<file path="src/rtl/cpu_pkg.sv">
// Shared CPU definitions: sequencer state encoding, load/store opcodes and
// default addresses, imported by the sequencer and the control block.
package cpu_pkg;

   localparam int          CPU_STATE_W          = 3;
   localparam logic [31:0] DEFAULT_RESET_VECTOR = 32'hBFC0_0000;
   localparam logic [31:0] DEFAULT_HALT_ADDR    = 32'h0000_0000;

   typedef enum logic [CPU_STATE_W-1:0] {
      ST_FETCH  = 3'd0,
      ST_MEM    = 3'd1,
      ST_EXEC   = 3'd2,
      ST_HALTED = 3'd3
   } cpu_state_t;

   localparam logic [5:0] OP_LB  = 6'd32;
   localparam logic [5:0] OP_LH  = 6'd33;
   localparam logic [5:0] OP_LWL = 6'd34;
   localparam logic [5:0] OP_LW  = 6'd35;
   localparam logic [5:0] OP_LBU = 6'd36;
   localparam logic [5:0] OP_LHU = 6'd37;
   localparam logic [5:0] OP_LWR = 6'd38;
   localparam logic [5:0] OP_SB  = 6'd40;
   localparam logic [5:0] OP_SH  = 6'd41;
   localparam logic [5:0] OP_SW  = 6'd43;

   // True for every opcode that needs a data-bus transfer after EXEC.
   function automatic logic is_ldst(input logic [5:0] op);
      case (op)
         OP_LB, OP_LH, OP_LWL, OP_LW, OP_LBU, OP_LHU, OP_LWR,
         OP_SB, OP_SH, OP_SW: is_ldst = 1'b1;
         default:             is_ldst = 1'b0;
      endcase
   endfunction

endpackage

</file>
<file path="src/rtl/cpu_state_sequencer.sv">
// Multicycle FETCH/EXEC/MEM sequencer feeding the control block. Stalls on
// waitrequest, latches the instruction, strobes ir_wren/pc_wren/ldst_done,
// counts retired instructions and halts when the next PC is HALT_ADDR.
// All outputs are registered; strobes appear in the cycle the new state does.
module cpu_state_sequencer
   import cpu_pkg::*;
#(
   parameter logic [31:0] HALT_ADDR = DEFAULT_HALT_ADDR,
   parameter int          STATE_W   = CPU_STATE_W
) (
   input  logic               clk,
   input  logic               reset_n,
   input  logic               waitrequest,
   input  logic [31:0]        readdata,
   input  logic [31:0]        pc_next,
   output logic [STATE_W-1:0] state,
   output logic [31:0]        ir,
   output logic [5:0]         opcode,
   output logic [5:0]         function_code,
   output logic [4:0]         b_code,
   output logic               ir_wren,
   output logic               pc_wren,
   output logic               ldst_done,
   output logic               active,
   output logic [31:0]        instr_count
);

   cpu_state_t  state_q, state_d;
   logic [31:0] ir_q, ir_d;
   logic [31:0] count_q, count_d;
   logic        active_q, active_d;
   logic        ir_wren_d, pc_wren_d, ldst_done_d;
   logic        retire;

   // Next-state and next-output decode for the whole sequencer.
   always_comb begin
      // NOTE: every signal gets a default first so no path leaves it unassigned (no latch).
      state_d     = state_q;
      ir_d        = ir_q;
      count_d     = count_q;
      active_d    = active_q;
      ir_wren_d   = 1'b0;
      pc_wren_d   = 1'b0;
      ldst_done_d = 1'b0;
      retire      = 1'b0;

      case (state_q)
         ST_FETCH: begin
            if (!waitrequest) begin
               ir_d      = readdata;
               ir_wren_d = 1'b1;
               state_d   = ST_EXEC;
            end
         end
         ST_EXEC: begin
            if (is_ldst(ir_q[31:26])) state_d = ST_MEM;
            else                      retire  = 1'b1;
         end
         ST_MEM: begin
            if (!waitrequest) begin
               ldst_done_d = 1'b1;
               retire      = 1'b1;
            end
         end
         ST_HALTED: begin
            state_d = ST_HALTED;
         end
         default: begin
            // Unreachable encodings recover to FETCH, leaving active alone.
            state_d = ST_FETCH;
         end
      endcase

      // Halt is decided only when an instruction retires.
      if (retire) begin
         pc_wren_d = 1'b1;
         count_d   = count_q + 32'd1;
         if (pc_next == HALT_ADDR) begin
            state_d  = ST_HALTED;
            active_d = 1'b0;
         end else begin
            state_d  = ST_FETCH;
         end
      end
   end

   // State and output registers with synchronous active-low reset.
   always_ff @(posedge clk) begin
      // NOTE: non-blocking assignments keep all registers updating from the same pre-edge values.
      if (!reset_n) begin
         state_q     <= ST_FETCH;
         ir_q        <= 32'd0;
         count_q     <= 32'd0;
         active_q    <= 1'b1;
         ir_wren     <= 1'b0;
         pc_wren     <= 1'b0;
         ldst_done   <= 1'b0;
      end else begin
         state_q     <= state_d;
         ir_q        <= ir_d;
         count_q     <= count_d;
         active_q    <= active_d;
         ir_wren     <= ir_wren_d;
         pc_wren     <= pc_wren_d;
         ldst_done   <= ldst_done_d;
      end
   end

   assign state         = STATE_W'(state_q);
   assign ir            = ir_q;
   assign opcode        = ir_q[31:26];
   assign function_code = ir_q[5:0];
   assign b_code        = ir_q[20:16];
   assign active        = active_q;
   assign instr_count   = count_q;

endmodule

</file>
<file path="config.mk">
export PLATFORM = sky130hd
export DESIGN_NAME = cpu_state_sequencer
export DESIGN_NICKNAME = d
export VERILOG_FILES = /design/src/rtl/cpu_pkg.sv /design/src/rtl/cpu_state_sequencer.sv
export SDC_FILE = /design/constraint.sdc
export NUM_CORES = 1
export LEC_CHECK = 0
export CORE_MARGIN = 8
export CORE_UTILIZATION = 41
export DETAILED_ROUTE_END_ITERATION = 8
export GPL_ROUTABILITY_DRIVEN = 1
export PLACE_DENSITY = 0.82
export SLEW_MARGIN = 10
export SYNTH_ARGS = -nofsm -noshare
export SYNTH_HDL_FRONTEND = slang
export SYNTH_SLANG_ARGS = --single-unit
</file>
<file path="constraint.sdc">
create_clock -name clk -period 2.9 [get_ports clk]
set_clock_uncertainty 0.05 [all_clocks]
set_input_delay 0.29 -clock clk [delete_from_list [all_inputs] [get_ports clk]]
set_output_delay 0.29 -clock clk [all_outputs]
set_load 0.02 [all_outputs]
</file>
Yosys cells after proc, flatten, opt, wreduce, memory -nomap -nowiden
Index checks and enable logic that the tools add are counted.
{"block": "word_totals", "regBits": 71, "inputBits": 67, "out_inout_bits": 88, "wordCells": 44}
{"block": "op_classes", "addsub": 1, "eq_ne": 16, "n_mux": 11, "n_bitwise": 1, "reduce_logical": 8}
{"operator": "== test 6 bit, second input constant", "n": 10}
{"operator": "adder 32 x 1 -> 32 bit, second input constant", "n": 1}
{"operator": "logical NOT 32 bit", "n": 1}
{"operator": "case mux 3 bit (4 select lines)", "n": 1}
{"operator": "OR reduction 10 bit", "n": 1}
{"operator": "2-to-1 mux 3 bit", "n": 3}
{"operator": "AND reduction 2 bit", "n": 4}
{"operator": "== test 3 x 2 -> 1 bit, second input constant", "n": 2}
{"operator": "!= test 3 bit, second input constant", "n": 2}
{"operator": "2-to-1 mux 1 bit", "n": 5}
{"operator": "== test 3 x 1 -> 1 bit, second input constant", "n": 1}
{"operator": "logical NOT 3 bit", "n": 1}
{"operator": "AND reduction 3 bit", "n": 1}
{"operator": "2-to-1 mux 2 bit", "n": 1}
{"operator": "!= test 2 bit, second input constant", "n": 1}
{"operator": "case mux 1 bit (2 select lines)", "n": 1}
{"operator": "inverter 1 bit", "n": 1}

Logic depth before layout (Yosys ltp)
Gate-level depths: netlist of the first run.
{"block": "depth", "word_depth": 8, "ltp_mapped": 8, "mapped_depth_nobuf": 7}

Worst setup path before layout of the first run
Ideal clock, no wire load.
{"block": "synth_path", "path_type": "register to register", "startpoint": "register state_q[0] (netlist: state[0])", "endpoint": "register count_q[27] (netlist: instr_count[27])", "setup_time_ps": 70, "arrival_time_ps": 2132, "t_required_ps": 2780, "path_slack_ps": 648, "stages_incl_launch_ff": 7, "path_buffers": 0, "synth_period_minus_slack_ps": 2252, "path_cell_list": "dfxtp_1 > ha_1 > and2b_2 > o21ai_2 > or4_4 > or4_1 > a21oi_1"}
{"block": "synth_between", "elab_chain_len": 2, "elab_cells_between_ends": 3, "classes_between": "2 x eq/ne; 1 x mux"}
{"element": "start: declaration", "line_no": "cpu_state_sequencer.sv:28", "source": "cpu_state_t state_q, state_d;"}
{"element": "start signal: assignment", "line_no": "cpu_state_sequencer.sv:99", "source": "state_q <= state_d;"}
{"element": "== test 3 x 1 -> 1 bit / == test 3 x 2 -> 1 bit (equally long branches)", "line_no": "cpu_state_sequencer.sv:47", "source": "case (state_q)"}
{"element": "case mux 1 bit (2 select lines) (*)", "line_no": "cpu_state_sequencer.sv:47"}
{"element": "end signal: assignment", "line_no": "cpu_state_sequencer.sv:101", "source": "count_q <= count_d;"}
{"element": "end: declaration", "line_no": "cpu_state_sequencer.sv:30", "source": "logic [31:0] count_q, count_d;"}
Every way passes the cells marked *; elsewhere a longest branch is shown, timed or not.
A chain may end at the register's enable or synchronous reset.

Final worst setup path of the first run
Ends and elaborated chain as after synthesis.

==> impl_metrics.tcl, run 1 <==
set metrics [dict create \
    clk_latency_ns 0.34 \
    min_to "ir[14]" \
    finish.utilization 0.644 \
    rr_startpoint "state[0]" \
    path_class "flip-flop to flip-flop" \
    finalHoldViolCount 0 \
    p_clk_frac 0.302 \
    yosys.area.top_type "dfxtp_1" \
    p_int_mw 2.04 \
    crit_path_end_kind "flip-flop" \
    leakage_nw 1.74 \
    ios 155 \
    syn_to_final_growth_pct 52.3 \
    fin_nets 595 \
    setup_viol 0 \
    htreeDepth 3 \
    drc 0 \
    syn_area_per_cell_sq_um 8.29 \
    ys_seq_area_frac 0.431 \
    coreArea_sq_mm 0.00769 \
    rows 32 \
    worstRegToRegCells 6 \
    cts_inserted_buffers 9 \
    syn_inst 392 \
    start_util 0.423 \
    power_density_mw_per_mm2 605 \
    slew_violations 0 \
    synth_seq_cells 70 \
    tns_ns 0 \
    path_max_fanout 16 \
    die_x_microns 105 \
    synth_ff_type "dfxtp_1" \
    power_frac_seq 0.381 \
    grt_pass1_vias 3283 \
    dp.final_hpwl_microns 7390 \
    port_buffers 153 \
    final_cell_mix "153 x clkdlybuf4s50_1, 80 x nand2_1, 70 x dfxtp_1" \
    cp-start-kind "flip-flop" \
    ys_warn_count 0 \
    cts.sinks 70 \
    gr-total-overflow 0 \
    combPwrFrac 0.316 \
    drtIter0Drc 129 \
    rrSetupSlack_ns 0.57 \
    dieArea_sq_mm 0.0110 \
    hold_class "flip-flop to flip-flop" \
    critPathArrivalTime_ns 2.56 \
    num_vias 3178 \
    place_congestion 0.786 \
    clock.fmax_ghz 0.429 \
    hold_depth 2 \
    synth_edf_count 0 \
    postCtsSetupBuffers 0 \
    fp.dieH_microns 105 \
    vias_per_cell 5.04 \
    avgRoutedWirePerCell_microns 15.2 \
    diodes 0 \
    clock-root-buffer "clkbuf_8" \
    final_common_cell "clkdlybuf4s50_1" \
    grt_setup_unrepaired "false" \
    drive_gt1_frac 0.0777 \
    min_from "ir[14]" \
    power.switching_mw 0.952 \
    grt_max_degree 47 \
    synth_top_area_frac 0.431 \
    async_flop_share 0 \
    synth.distinct_cells 55 \
    antenna_found_initial 0 \
    cts_tree "done" \
    fin_crit_ns 2.33 \
    holdBufCountCts 0 \
    synth_area_leaders "dfxtp_1 43%, nand2_1 9.2%, a21oi_1 7.6%" \
    swShare 0.318 \
    period_share 0.803 \
    status "finished clean" \
    cts_buffer_depth 2 \
    relSlewSlack 0.642 \
    syn_nets 464 \
    track_usage 0.173 \
    crit_start "state[0]" \
    tightestPinTransition_ns 0.533 \
    peakVddDrop_mv 0.312 \
    drtPass1Iterations 4 \
    r2r_end "instr_count[27]" \
    worstPathRequired_ns 3.13 \
    cap_violations 0 \
    grt_pass1_wl_microns 15800 \
    clk_pin_slew_ns 0.07 \
    wl_microns 9600 \
    antenna_left 0 \
    final.fill_count 643 \
    ctsResizeCount 0 \
    netlist_area_sq_mm 0.00325 \
]
==> power by group through the flow <==
stage	logic [mW]	clock network (mW)	registers [mW]
2_1_floorplan	0.426	0	1.27
3_3_place_gp	0.935	0	1.16
3_5_place_dp	0.951	0	1.16
4_1_cts	0.956	0.918	1.14
5_1_grt	1.02	0.970	1.16
6_report	0.947	0.905	1.14
==> cell families after synthesis <==
group,after synthesis,synth area share
fa+ha+maj,5,0.0193
other cells,1,0.00115
mux,4,0.0127
compound gates,76,0.137
simple gates,175,0.278
buf+inv,50,0.0905
xor+xnor,11,0.0297
flops,70,0.431
==> final cells by class <==
type	count	area [sq um]	share of cell area
Multi-Input combinational cell	272	1560	0.314
Timing Repair Buffer	159	1590	0.321
Clock inverter	5	81.3	0.0164
Tap cell	102	128	0.0258
Inverter	11	41.3	0.00835
Clock buffer	11	151	0.0306
Sequential cell	70	1400	0.283
==> state kept, by name (all words and copies together), names as in the netlist <==
signal,flops
ldst_done,1
state,2
instr_count,32
pc_wren,1
ir,32
active,1
ir_wren,1
==> critical path: stages (launching register included) <==
cell and delay [ns]:
dfxtp_1 0.43, inv_1 0.09, ha_1 0.34, o21ai_2 0.09, or4_4 0.61, or4_1 0.50
a21oi_1 0.15
==> per-layer routing <==
metal / vias up / wire length, microns / GRT usage
met3: 15 / 755 / 0.0700
met2: 122 / 4700 / 0.291
met4: 0 / 206 / 0.0775
met5: - / 0 / 0
li1: 1602 / - / -
met1: 1439 / 3930 / 0.187
==> Yosys cell counts (2+ instances only) <==
master	number
nand2_1	80
o21ai_0	14
nand2b_1	5
and2_1	2
buf_2	2
nor3_1	2
inv_1	10
or4_1	2
ha_1	5
or4_4	2
and3_1	5
a21oi_1	49
or3_1	13
nand4_1	3
xnor2_1	11
buf_4	18
and4_1	2
nor2_1	16
nor4_1	17
buf_6	3
nand3_1	12
dfxtp_1	70
mux2i_1	3
o31ai_1	2
clkbuf_1	14
==> how the worst max path moves through the flow <==
stage | depth (start not counted) | endpoint
global placement | 6 | instr_count[27]
detailed placement | 6 | instr_count[27]
CTS | 6 | instr_count[27]
finish | 6 | instr_count[27]
global route | 6 | instr_count[27]
floorplan | 6 | instr_count[27]
==> stage by stage <==
step / hold slack, ns / worst slack [ns] / total power [mW] / cells / area (sq um)
after global routing: 0.424 / 0.429 / 3.15 / 630 / 4950
after global placement: 0.391 / 0.411 / 2.09 / 614 / 4710
after detailed placement: 0.398 / 0.354 / 2.11 / 614 / 4710
after floorplan: 0.376 / 0.648 / 1.70 / 392 / 3250
final: 0.403 / 0.571 / 2.99 / 630 / 4950
after CTS: 0.407 / 0.589 / 3.02 / 630 / 4950
Power figures use the tool's default switching activity.
==> run 2, diff against run 1 <==
Settings changed: CORE_UTILIZATION 41 to 37, PLACE_DENSITY 0.82 to 0.79.
Clock period 2.9 ns to 2.06 ns, I/O delays scaled along.
==> run 2 against run 1 <==
Against the previous run:
- the flow now finishes with violations (negative setup slack)
- die area grew 9.1%
- routed wire length grew 8.9%
- register-to-register slack lost 0.60 ns
- largest cell class unchanged
- sequential share of layout area shrank 2.0 points
==> impl_metrics.tcl, run 2 (synthesis gave the netlist of run 1 again) <==
set metrics [dict create \
    grt_pass1_vias 3348 \
    placed_cells 654 \
    path_max_fanout 5 \
    path_class "flip-flop to flip-flop" \
    setup_viol 2 \
    crit_path_end_kind "flip-flop" \
    finalNonFillerCells 675 \
    fp.dieH_microns 110 \
    grt_pass1_wl_microns 16300 \
    antenna_found_initial 0 \
    critPathArrivalTime_ns 2.31 \
    rows 34 \
    fin_nets 634 \
    clock-root-buffer "clkbuf_8" \
    drive_gt1_frac 0.194 \
    wl_met2_microns 5420 \
    ios 155 \
    dp.final_hpwl_microns 7900 \
    num_vias 3354 \
    gr-total-overflow 0 \
    drt-met1-wl_microns 4160 \
    power_density_mw_per_mm2 834 \
    grt_max_degree 63 \
    clock.fmax_ghz 0.478 \
    cts.sinks 70 \
    p_total_mw 4.52 \
    cts_tree "done" \
    grt_setup_unrepaired "true" \
    clk_pin_slew_ns 0.08 \
    status "finished with violations" \
    setup_ws_ns -0.0323 \
    dp_slack_ns -0.261 \
    slew_violations 0 \
    fin_crit_ns 2.09 \
    track_usage 0.169 \
    htreeDepth 3 \
    wl_met3_microns 761 \
    peakVddDrop_mv 0.613 \
    cts_buffer_depth 2 \
    failed_checks "negative setup slack" \
    holdBufCountCts 0 \
    coreArea_sq_mm 0.00864 \
    drtPass1Iterations 4 \
    timing.hold.ws_ns 0.356 \
    cts_inserted_buffers 9 \
    finalHoldViolCount 0 \
    clk_latency_ns 0.34 \
    avgRoutedWirePerCell_microns 15.5 \
    drc 0 \
    drtIter0Drc 145 \
    period_share 1.02 \
    worstPathRequired_ns 2.28 \
    leakage_nw 2.02 \
    place_congestion 0.816 \
    dieArea_sq_mm 0.0120 \
    diodes 0 \
    top_layer "met4" \
    die_x_microns 110 \
    antenna_left 0 \
    final_common_cell "clkdlybuf4s50_1" \
    vias_per_cell 4.97 \
    cp-start-kind "flip-flop" \
    wl_microns 10500 \
    port_buffers 153 \
    hold_class "input port to flip-flop" \
    cap_violations 0 \
    tns_ns -0.0462 \
    start_util 0.376 \
    final_cell_mix "153 x clkdlybuf4s50_1, 80 x nand2_1, 57 x dfxtp_1" \
    syn_to_final_growth_pct 67.0 \
]
## run 2: cell count changes in the layout (fill, tap and decap cells not counted), moves of 5 or more
cell	previous run	this run
a21oi_2	0	5
dfxtp_4	0	5
dfxtp_1	70	57
dfxtp_2	0	8
buf_4	5	42
a21oi_1	49	44
## run 2: path summary, 6_finish.rpt
check / startpoint / end / slack [ns] / cells past startpoint
max: state[1] / instr_count[29] / -0.03 / 8
max reg2reg: state[1] / instr_count[29] / -0.03 / 8
min: readdata[3] / ir[3] / 0.36 / 3
min reg2reg: ir[25] / ir[25] / 0.40 / 2
## run 2: final cells by class
class                           count  area (sq um)
Fill cell                         725          3210
Timing Repair Buffer              198          1890
Multi-Input combinational cell    272          1670
Sequential cell                    70          1430
Clock buffer                       11           151
Tap cell                          108           135
Clock inverter                      5           103
Inverter                           11          43.8
## run 2: layer usage
layer / track usage / vias to the layer above
met5: 0 / -
met4: 0.0598 / 0
met3: 0.0574 / 6
met2: 0.294 / 104
met1: 0.187 / 1569
li1: - / 1675
## run 2: critical path, cell delays in order (launching register included)
cell,delay (ns)
dfxtp_4,0.35
inv_4,0.07
ha_4,0.12
and2b_2,0.20
a2111oi_4,0.08
or4_4,0.53
buf_4,0.16
or3_1,0.34
a21oi_1,0.13
## run 2: repair_timing
item	in CTS	in global routing
pin swaps	8	8
buffers inserted	3	2
resized for setup	6	20
endpoints found under the setup margin	10	26
endpoints found under the hold margin	0	0
## run 2: through the flow
stage           util  instance area [sq um]
2_1_floorplan      -                   3290
3_3_place_gp   0.581                   5020
4_1_cts        0.616                   5320
6_report       0.628                   5420
5_1_grt        0.628                   5420
3_5_place_dp   0.581                   5020
## run 2: report_power, final
group | internal, mW | total [mW] | switching, mW
Combinational | 0.754 | 1.53 | 0.781
Clock | 0.873 | 1.40 | 0.526
Sequential | 1.50 | 1.59 | 0.0918
Total | 3.12 | 4.52 | 1.40
==> run 3, diff against run 2 <==
Settings changed: REMOVE_ABC_BUFFERS from default to 1.
==> run 3 against run 2 <==
Against the previous run:
- cell area decreased by 1.7%
- flip-flop and latch count unchanged
- the run now ends clean
- via count increased by 0.89%
- routed wire length increased by 2.3%
==> impl_metrics.tcl, run 3 (synthesis gave the netlist of run 1 again) <==
set metrics [dict create \
    path_cells "inv_2, ha_4, and2b_2, a2111oi_4, or4_4, or4_4, a21oi_2" \
    cp-start-kind "flip-flop" \
    syn_to_final_growth_pct 64.1 \
    fp.dieH_microns 110 \
    drtPass1Iterations 4 \
    clk_latency_ns 0.34 \
    grt_setup_unrepaired "true" \
    timing.hold.ws_ns 0.363 \
    grt_pass1_vias 3445 \
    hold_depth 3 \
    power_density_mw_per_mm2 792 \
    coreArea_sq_mm 0.00864 \
    finalHoldViolCount 0 \
    vias_per_cell 5.03 \
    status "finished clean" \
    antenna_left 0 \
    rrSetupSlack_ns 0.005 \
    rr_startpoint "state[1]" \
    drtIter0Drc 95 \
    cts_inserted_buffers 9 \
    die_x_microns 110 \
    min_to "ir[12]" \
    avgRoutedWirePerCell_microns 15.9 \
    period_share 0.998 \
    wl_microns 10700 \
    clk_pin_slew_ns 0.08 \
    num_vias 3384 \
    htreeDepth 3 \
    path_class "flip-flop to flip-flop" \
    drive_gt1_frac 0.175 \
    port_buffers 153 \
    min_from "readdata[12]" \
    peakVddDrop_mv 0.437 \
    antenna_found_initial 0 \
    r2r_end "instr_count[27]" \
    slew_violations 0 \
    fin_nets 632 \
    cts.sinks 70 \
    leakage_nw 1.94 \
    final.fill_count 731 \
    clock.fmax_ghz 0.487 \
    cpMostUsedCell "or4_4" \
    crit_path_end_kind "flip-flop" \
    hold_class "input port to flip-flop" \
    clock-root-buffer "clkbuf_8" \
    drc 0 \
    tns_ns 0 \
    setup_viol 0 \
    diodes 0 \
    rows 34 \
    final_common_cell "clkdlybuf4s50_1" \
    holdBufCountCts 0 \
    slowest_delay_ns 0.57 \
    slowest_stage "or4_4" \
    gr-total-overflow 0 \
    relSlewSlack 0.663 \
    grt_max_degree 63 \
    start_util 0.376 \
    worstRegToRegCells 7 \
    worstPathRequired_ns 2.28 \
    fin_crit_ns 2.06 \
    cap_violations 0 \
    path_max_fanout 4 \
    track_usage 0.172 \
    final_cell_mix "153 x clkdlybuf4s50_1, 79 x nand2_1, 66 x dfxtp_1" \
    critPathArrivalTime_ns 2.27 \
    tightestPinTransition_ns 0.493 \
    grt_pass1_wl_microns 16400 \
    cts_tree "done" \
    place_congestion 0.821 \
    ios 155 \
    dieArea_sq_mm 0.0120 \
    dp.final_hpwl_microns 8000 \
    cts_buffer_depth 2 \
]
[run 3: changes by cell type in the layout (fill, tap and decap cells not counted), sizes merged]
cell | previous run | this run
buf | 45 | 43
bufinv | 3 | 1
clkbuf | 11 | 9
clkinv | 0 | 1
clkinvlp | 0 | 4
inv | 13 | 12
[run 3: report_power, final]
part,total [mW],switching (mW),internal (mW)
combinational,1.51,0.772,0.740
sequential,1.60,0.0995,1.50
clock,1.11,0.550,0.561
total,4.22,1.42,2.80
[run 3: worst max path at each step]
stage          slack (ns)   startpoint  cells after the start         endpoint
2_1_floorplan       -0.37       ir[26]                      5         state[1]
3_3_place_gp        -0.19  waitrequest                      6  instr_count[27]
3_5_place_dp        -0.23  waitrequest                      7  instr_count[23]
4_1_cts             0.002     state[1]                      7  instr_count[27]
5_1_grt             -0.07     state[1]                      9  instr_count[27]
6_report            0.005     state[1]                      7  instr_count[27]
[run 3: routing by layer]
| layer | track usage | share of wire | vias up |
|---|---|---|---|
| li1 | - | - | 1669 |
| met1 | 0.189 | 0.40 | 1598 |
| met2 | 0.295 | 0.50 | 108 |
| met3 | 0.0721 | 0.094 | 9 |
| met4 | 0.0511 | 0.011 | 0 |
| met5 | 0 | 0 | - |
[run 3: per-stage QoR]
step	utilization	cell area, sq um	power, mW	setup slack (ns)	std cells
5_1_grt	0.617	5330	4.45	-0.0665	673
4_1_cts	0.601	5190	4.21	0.00233	670
2_1_floorplan	-	3000	2.28	-0.374	353
3_5_place_dp	0.575	4970	3.07	-0.225	653
3_3_place_gp	0.575	4970	3.04	-0.186	653
6_report	0.617	5330	4.22	0.00490	673
[run 3: layout make-up]
| class | instances | area, sq um | area share |
|---|---|---|---|
| repair buffers | 196 | 1880 | 0.353 |
| inverters | 11 | 41.3 | 0.00775 |
| flip-flops and latches | 70 | 1410 | 0.265 |
| clock buffers | 9 | 124 | 0.0232 |
| clock inverters | 7 | 73.8 | 0.0138 |
| well taps | 108 | 135 | 0.0254 |
| multi-input cells | 272 | 1660 | 0.312 |
[run 3: repair_timing]
item	in CTS	in global routing
gates resized for setup	7	35
buffers inserted	1	4
setup endpoints to repair	11	23
pin swaps	6	12
[run 3: worst max-delay path, delay by kind of cell, from the launching register on]
family                   cells  cell delay (ns)
AND/OR/NAND/NOR              3             1.20
flip-flops                   1             0.34
AO/OA/AOI/OAI                2             0.21
adder cells (fa/ha/maj)      1             0.13
buffers and inverters        1             0.07
